===== config.mk =====
export PLATFORM = sky130hd
export DESIGN_NAME = cp0_exc_unit
export DESIGN_NICKNAME = d
export VERILOG_FILES = /design/src/rtl/cp0_pkg.sv /design/src/rtl/cp0_timer.sv /design/src/rtl/cp0_exc_unit.sv
export SDC_FILE = /design/constraint.sdc
export NUM_CORES = 2
export LEC_CHECK = 0
export BUFFER_PORTS_ARGS = -buffer_cell sky130_fd_sc_hd__buf_2
export CAP_MARGIN = 30
export CORE_MARGIN = 4
export CORE_UTILIZATION = 30
export DETAILED_ROUTE_END_ITERATION = 6
export PLACE_DENSITY = 0.57
export SYNTH_ARGS = -nofsm -noshare
export SYNTH_HDL_FRONTEND = slang
export SYNTH_SLANG_ARGS = --single-unit

===== constraint.sdc =====
create_clock -name clk -period 3.2 [get_ports clk]
set_input_delay 0.16 -clock clk [delete_from_list [all_inputs] [get_ports clk]]
set_output_delay 0.16 -clock clk [all_outputs]
set_load 0.1 [all_outputs]

===== src/rtl/cp0_pkg.sv =====
// cp0_pkg: CP0 register indices, Status/Cause field positions and exception codes.
package cp0_pkg;
  localparam int CP0_COUNT   = 9;
  localparam int CP0_COMPARE = 11;
  localparam int CP0_STATUS  = 12;
  localparam int CP0_CAUSE   = 13;
  localparam int CP0_EPC     = 14;
  localparam int ST_IE   = 0;
  localparam int ST_EXL  = 1;
  localparam int ST_IM   = 8;
  localparam int CA_CODE = 2;
  localparam int CA_IP   = 8;
  localparam int CA_TI   = 30;
  typedef enum logic [4:0] {
    EXC_INT = 5'd0,
    EXC_SYS = 5'd8,
    EXC_RI  = 5'd10,
    EXC_OV  = 5'd12
  } exc_code_e;
endpackage


===== src/rtl/cp0_timer.sv =====
// cp0_timer: free-running Count, Compare and sticky timer-interrupt flag (built with CP0_TIMER_EN).
module cp0_timer
  import cp0_pkg::*;
#(
  parameter int DATA_W = 32,
  parameter int AW     = 5
) (
  input  logic              clk,
  input  logic              rst,
  input  logic              we,
  input  logic [AW-1:0]     Wt_addr,
  input  logic [DATA_W-1:0] Wt_data,
  output logic [DATA_W-1:0] count,
  output logic [DATA_W-1:0] compare,
  output logic              ti
);
  logic              wr_cmp;
  logic [DATA_W-1:0] count_nx;
  assign wr_cmp   = we && Wt_addr == AW'(CP0_COMPARE);
  assign count_nx = (we && Wt_addr == AW'(CP0_COUNT)) ? Wt_data : count + 1'b1;
  always_ff @(posedge clk) begin
    if (rst) begin
      count   <= '0;
      compare <= '0;
      ti      <= 1'b0;
    end else begin
      count <= count_nx;
      if (wr_cmp) compare <= Wt_data;
      ti <= wr_cmp ? 1'b0 : (ti | (count_nx == compare));
    end
  end
endmodule


===== src/rtl/cp0_exc_unit.sv =====
// cp0_exc_unit: CP0 register file with exception/interrupt entry and ERET sequencing.
// Define CP0_TIMER_EN to build the Count/Compare timer interrupt.
module cp0_exc_unit
  import cp0_pkg::*;
#(
  parameter int                 DATA_W     = 32,
  parameter int                 NREG       = 32,
  parameter int                 NIRQ       = 6,
  parameter logic [DATA_W-1:0]  EXC_VECTOR = DATA_W'(32'h0000_0180),
  localparam int                AW         = $clog2(NREG)
) (
  input  logic              clk,
  input  logic              rst,
  input  logic              we,
  input  logic [AW-1:0]     R_addr,
  input  logic [AW-1:0]     Wt_addr,
  input  logic [DATA_W-1:0] Wt_data,
  output logic [DATA_W-1:0] rdata,
  input  logic [NIRQ-1:0]   irq_in,
  input  logic              exc_req,
  input  logic [4:0]        exc_code,
  input  logic [DATA_W-1:0] exc_pc,
  input  logic              eret,
  output logic              exc_take,
  output logic [DATA_W-1:0] vector_out,
  output logic [DATA_W-1:0] epc_out,
  output logic              int_pending
);
  localparam int TI_BIT = DATA_W >= 32 ? CA_TI : DATA_W - 2;
  logic [DATA_W-1:0] gp [NREG];
  logic              ie, exl, ti;
  logic [NIRQ-1:0]   im, ip;
  logic [4:0]        code, code_sel;
  logic [DATA_W-1:0] epc, count, compare, status_rd, cause_rd;
  logic              wr_status, wr_epc;
`ifdef CP0_TIMER_EN
  cp0_timer #(.DATA_W(DATA_W), .AW(AW)) u_timer (
    .clk(clk), .rst(rst), .we(we), .Wt_addr(Wt_addr), .Wt_data(Wt_data),
    .count(count), .compare(compare), .ti(ti)
  );
`else
  assign count   = gp[CP0_COUNT];
  assign compare = gp[CP0_COMPARE];
  assign ti      = 1'b0;
`endif
  assign wr_status   = we && Wt_addr == AW'(CP0_STATUS);
  assign wr_epc      = we && Wt_addr == AW'(CP0_EPC);
  assign int_pending = |(ip & im) | (ti & im[NIRQ-1]);
  assign exc_take    = exc_req | (ie & ~exl & int_pending);
  assign code_sel    = exc_req ? exc_code : EXC_INT;
  assign vector_out  = EXC_VECTOR;
  assign epc_out     = epc;
  always_comb begin
    status_rd = '0;
    status_rd[ST_IE] = ie;
    status_rd[ST_EXL] = exl;
    status_rd[ST_IM +: NIRQ] = im;
    cause_rd = '0;
    cause_rd[CA_CODE +: 5] = code;
    cause_rd[CA_IP +: NIRQ] = ip;
    cause_rd[TI_BIT] = ti;
    rdata = R_addr == AW'(CP0_STATUS)  ? status_rd :
            R_addr == AW'(CP0_CAUSE)   ? cause_rd  :
            R_addr == AW'(CP0_EPC)     ? epc       :
            R_addr == AW'(CP0_COUNT)   ? count     :
            R_addr == AW'(CP0_COMPARE) ? compare   : gp[R_addr];
  end
  // Trap field updates are applied last so they override a concurrent mtc0.
  always_ff @(posedge clk) begin
    if (rst) begin
      for (int i = 0; i < NREG; i++) gp[i] <= '0;
      ie   <= 1'b0;
      exl  <= 1'b0;
      im   <= '0;
      ip   <= '0;
      code <= '0;
      epc  <= '0;
    end else begin
      if (we) gp[Wt_addr] <= Wt_data;
      ip <= irq_in;
      if (wr_status) begin
        ie  <= Wt_data[ST_IE];
        exl <= Wt_data[ST_EXL];
        im  <= Wt_data[ST_IM +: NIRQ];
      end
      if (wr_epc) epc <= Wt_data;
      if (exc_take) begin
        code <= code_sel;
        if (!exl) begin
          epc <= exc_pc;
          exl <= 1'b1;
        end
      end else if (eret && exl) exl <= 1'b0;
    end
  end
endmodule


==> flow_metrics.env <==
export IMPL_yosysTopAreaCell="edfxtp_1"
export IMPL_cts_tree="yes"
export IMPL_dp_cells=5756
export IMPL_p_per_area_nw_per_um2=568
export IMPL_critPathLaunchType="flip-flop"
export IMPL_antenna_found_initial=14
export IMPL_synth_seq_cells=1075
export IMPL_clk_insertion_delay_late_ns=0.75
export IMPL_hp_class="input port to flip-flop"
export IMPL_grt_pass1_vias=31000
export IMPL_yosys_warnings=0
export IMPL_crit_fanout=1
export IMPL_fmax_ghz=0.320
export IMPL_period_needed_ns=3.12
export IMPL_firstDrtPassIters=5
export IMPL_cts_sinks=1075
export IMPL_fin_tns_setup_ns=0
export IMPL_finalHoldViolCount=0
export IMPL_cts_root_buffer="clkbuf_16"
export IMPL_detail_route_iter0_violations=3269
export IMPL_synth_ff_type="edfxtp_1"
export IMPL_fin_util_pct=35.7
export IMPL_synth_edf_count=1024
export IMPL_numCtsBuffers=112
export IMPL_maxSlewViolCount=0
export IMPL_synth_top_area_share_pct=61.2
export IMPL_p_leak_nw=20.8
export IMPL_synthTopCellsByArea="edfxtp_1 61%, and2_1 13%, mux4_2 10%"
export IMPL_htree_levels=3
export IMPL_tightest_slew_ns=0.992
export IMPL_seq_area_frac_synth_pct=63.2
export IMPL_dp_hpwl_um=109000
export IMPL_track_usage_pct=19.0
export IMPL_use_met1_pct=24.4
export IMPL_via_per_inst=5.14
export IMPL_vias=31000
export IMPL_die_h_um=417
export IMPL_async_flop_share_pct=0
export IMPL_ant_nets=0
export IMPL_syn_inst=3517
export IMPL_outcome="completed"
export IMPL_cp_slowest_cell="mux4_2"
export IMPL_area_growth_pct=17.8
export IMPL_slew_headroom_pct=33.8
export IMPL_required_ns=3.04
export IMPL_finalClockSkew_ns=0.0453
export IMPL_hold_ws_ns=0.0933
export IMPL_dieWidth_um=417
export IMPL_postRouteWirelength_um=169000
export IMPL_grt_busiest_layer="met2"
export IMPL_use_met2_pct=31.8
export IMPL_grt_pass1_wl_um=239000
export IMPL_crit_path_end_kind="output port"
export IMPL_syn_avg_cell_area_um2=14.3
export IMPL_placed_area_um2=54800
export IMPL_fin_nets=3835
export IMPL_crit_type="flip-flop to output port"
export IMPL_rsz0062_at_grt="false"
export IMPL_syn_area_um2=50200
export IMPL_final_area_um2=59200
export IMPL_synth_distinct_cells=74
export IMPL_met3_usage_pct=2.83
export IMPL_gp_congestion=0.848
export IMPL_drive_gt1_share_pct=23.0
export IMPL_core_um2=166000
export IMPL_io_pins=188
export IMPL_cts_buffer_depth=3
export IMPL_cp_arrival_ns=2.96
export IMPL_path_clk_slew_ns=0.06
export IMPL_stdcell_count=6035
export IMPL_period_share_pct=97.6
export IMPL_drc_errors=0
export IMPL_wire_per_inst_um=28.1
export IMPL_initial_core_util_pct=30.3
export IMPL_worstPathCellList="mux4_2 > o22ai_1 > a31oi_1 > o211ai_1 > a21oi_1 > buf_4 > buf_12"
export IMPL_setup_viol=0
export IMPL_dieArea_um2=174000
export IMPL_peakVddDrop_mv=0.487
export IMPL_maxCapViolations=0
export IMPL_critical_path_max_stage_delay_ns=0.49
export IMPL_overflow=0
export IMPL_io_buffers=155
export IMPL_row_count=149
export IMPL_grt_max_degree=49
==> where the power goes <==
group,leakage [nW],internal (mW),switching [mW]
logic,8.91,1.36,2.82
registers,10.2,16.1,0.298
clock network,1.77,7.19,5.78
total,20.8,24.7,8.90
==> flip-flops by register name, summed over array words and instances, names as in the netlist <==
register	cells
epc_out	32
gp	1024
ip	6
exl	1
code	5
im	6
ie	1
==> layout by cell type (no fill, tap or decap), drive strengths merged, types with 20 or more instances in the layout <==
cell         count
a211oi          45
a21oi           61
a22oi           26
and2          1029
buf            384
clkbuf         147
clkinv          51
conb            32
dfxtp           51
dlygate4sd3     60
edfxtp        1024
inv             20
mux2            27
mux2i           81
mux4           222
nand2          129
nand3           32
nor2           107
nor2b           29
o21ai           48
or2             32
==> stage by stage <==
stage | setup WS, ns | power (mW)
2_1_floorplan | -0.279 | 19.1
3_3_place_gp | 0.146 | 20.8
3_5_place_dp | 0.186 | 20.8
4_1_cts | 0.0238 | 33.8
5_1_grt | 0.0129 | 34.6
6_report | 0.0773 | 33.6
==> kinds of logic after synthesis <==
| family | Yosys count | share of synthesized area [%] |
|---|---|---|
| buf+inv | 378 | 3.69 |
| simple gates | 1413 | 16.4 |
| flops | 1075 | 63.2 |
| compound gates | 319 | 4.42 |
| mux | 330 | 12.2 |
| other cells | 2 | 0.0150 |
==> path summary, 6_finish.rpt <==
check,cells after the start,end,startpoint,slack (ns)
worst min-delay path,5,exl$_SDFF_PP0_,Wt_addr[1],0.09
worst min register to register,1,im[0]$_SDFFE_PP0P_,im[0]$_SDFFE_PP0P_,0.52
worst max-delay path,7,rdata[26],gp[4][26]$_SDFFCE_PN0P_,0.08
worst max register to register,8,epc_out[24]$_SDFF_PP0_,ip[4]$_SDFF_PP0_,0.26
==> area by class of cell <==
| class | instances | area, um2 |
|---|---|---|
| Antenna cell | 6 | 15.0 |
| Clock inverter | 62 | 588 |
| Tap cell | 2189 | 2740 |
| Timing Repair Buffer | 444 | 4000 |
| Sequential cell | 1075 | 31800 |
| Fill cell | 15600 | 107000 |
| Inverter | 17 | 67.6 |
| Multi-Input combinational cell | 2095 | 16900 |
| Clock buffer | 147 | 3060 |
==> cells in the mapped netlist, types with 8 or more instances <==
master / instances
a21o_1: 15
o211ai_1: 9
and2_1: 1028
buf_6: 15
o22ai_1: 17
clkbuf_1: 235
a32oi_1: 11
nor2_1: 107
nor2b_1: 28
inv_1: 15
mux4_2: 222
a2111oi_0: 8
a22oi_1: 26
mux2i_1: 81
nand3_1: 32
dfxtp_1: 51
edfxtp_1: 1024
a211oi_1: 45
nand2_1: 129
or2_2: 32
a31oi_1: 10
a21oi_1: 61
o221ai_1: 17
o21ai_0: 41
a221oi_1: 12
nand2b_1: 9
buf_4: 60
mux2_2: 27
buf_2: 41
==> routing by layer <==
| metal | wire length, um | vias up |
|---|---|---|
| li1 | - | 13300 |
| met1 | 66500 | 16100 |
| met2 | 81900 | 1350 |
| met3 | 11800 | 291 |
| met4 | 9140 | 2 |
| met5 | 12 | - |
==> critical path, delay by kind of cell, from the launching register on <==
family	cells	cell delay (ns)
AO/OA/AOI/OAI	4	0.93
buffers and inverters	2	0.38
flip-flops	1	0.39
multiplexers	1	0.49
==> timing repair <==
item	CTS	global route
endpoints found under the setup margin	5	7
pin swaps	0	3
endpoints found under the hold margin	44	0
hold buffers	60	0
buffers inserted	0	3
gates cloned	0	1
gates resized for setup	6	2
Power figures use the tool's default switching activity.
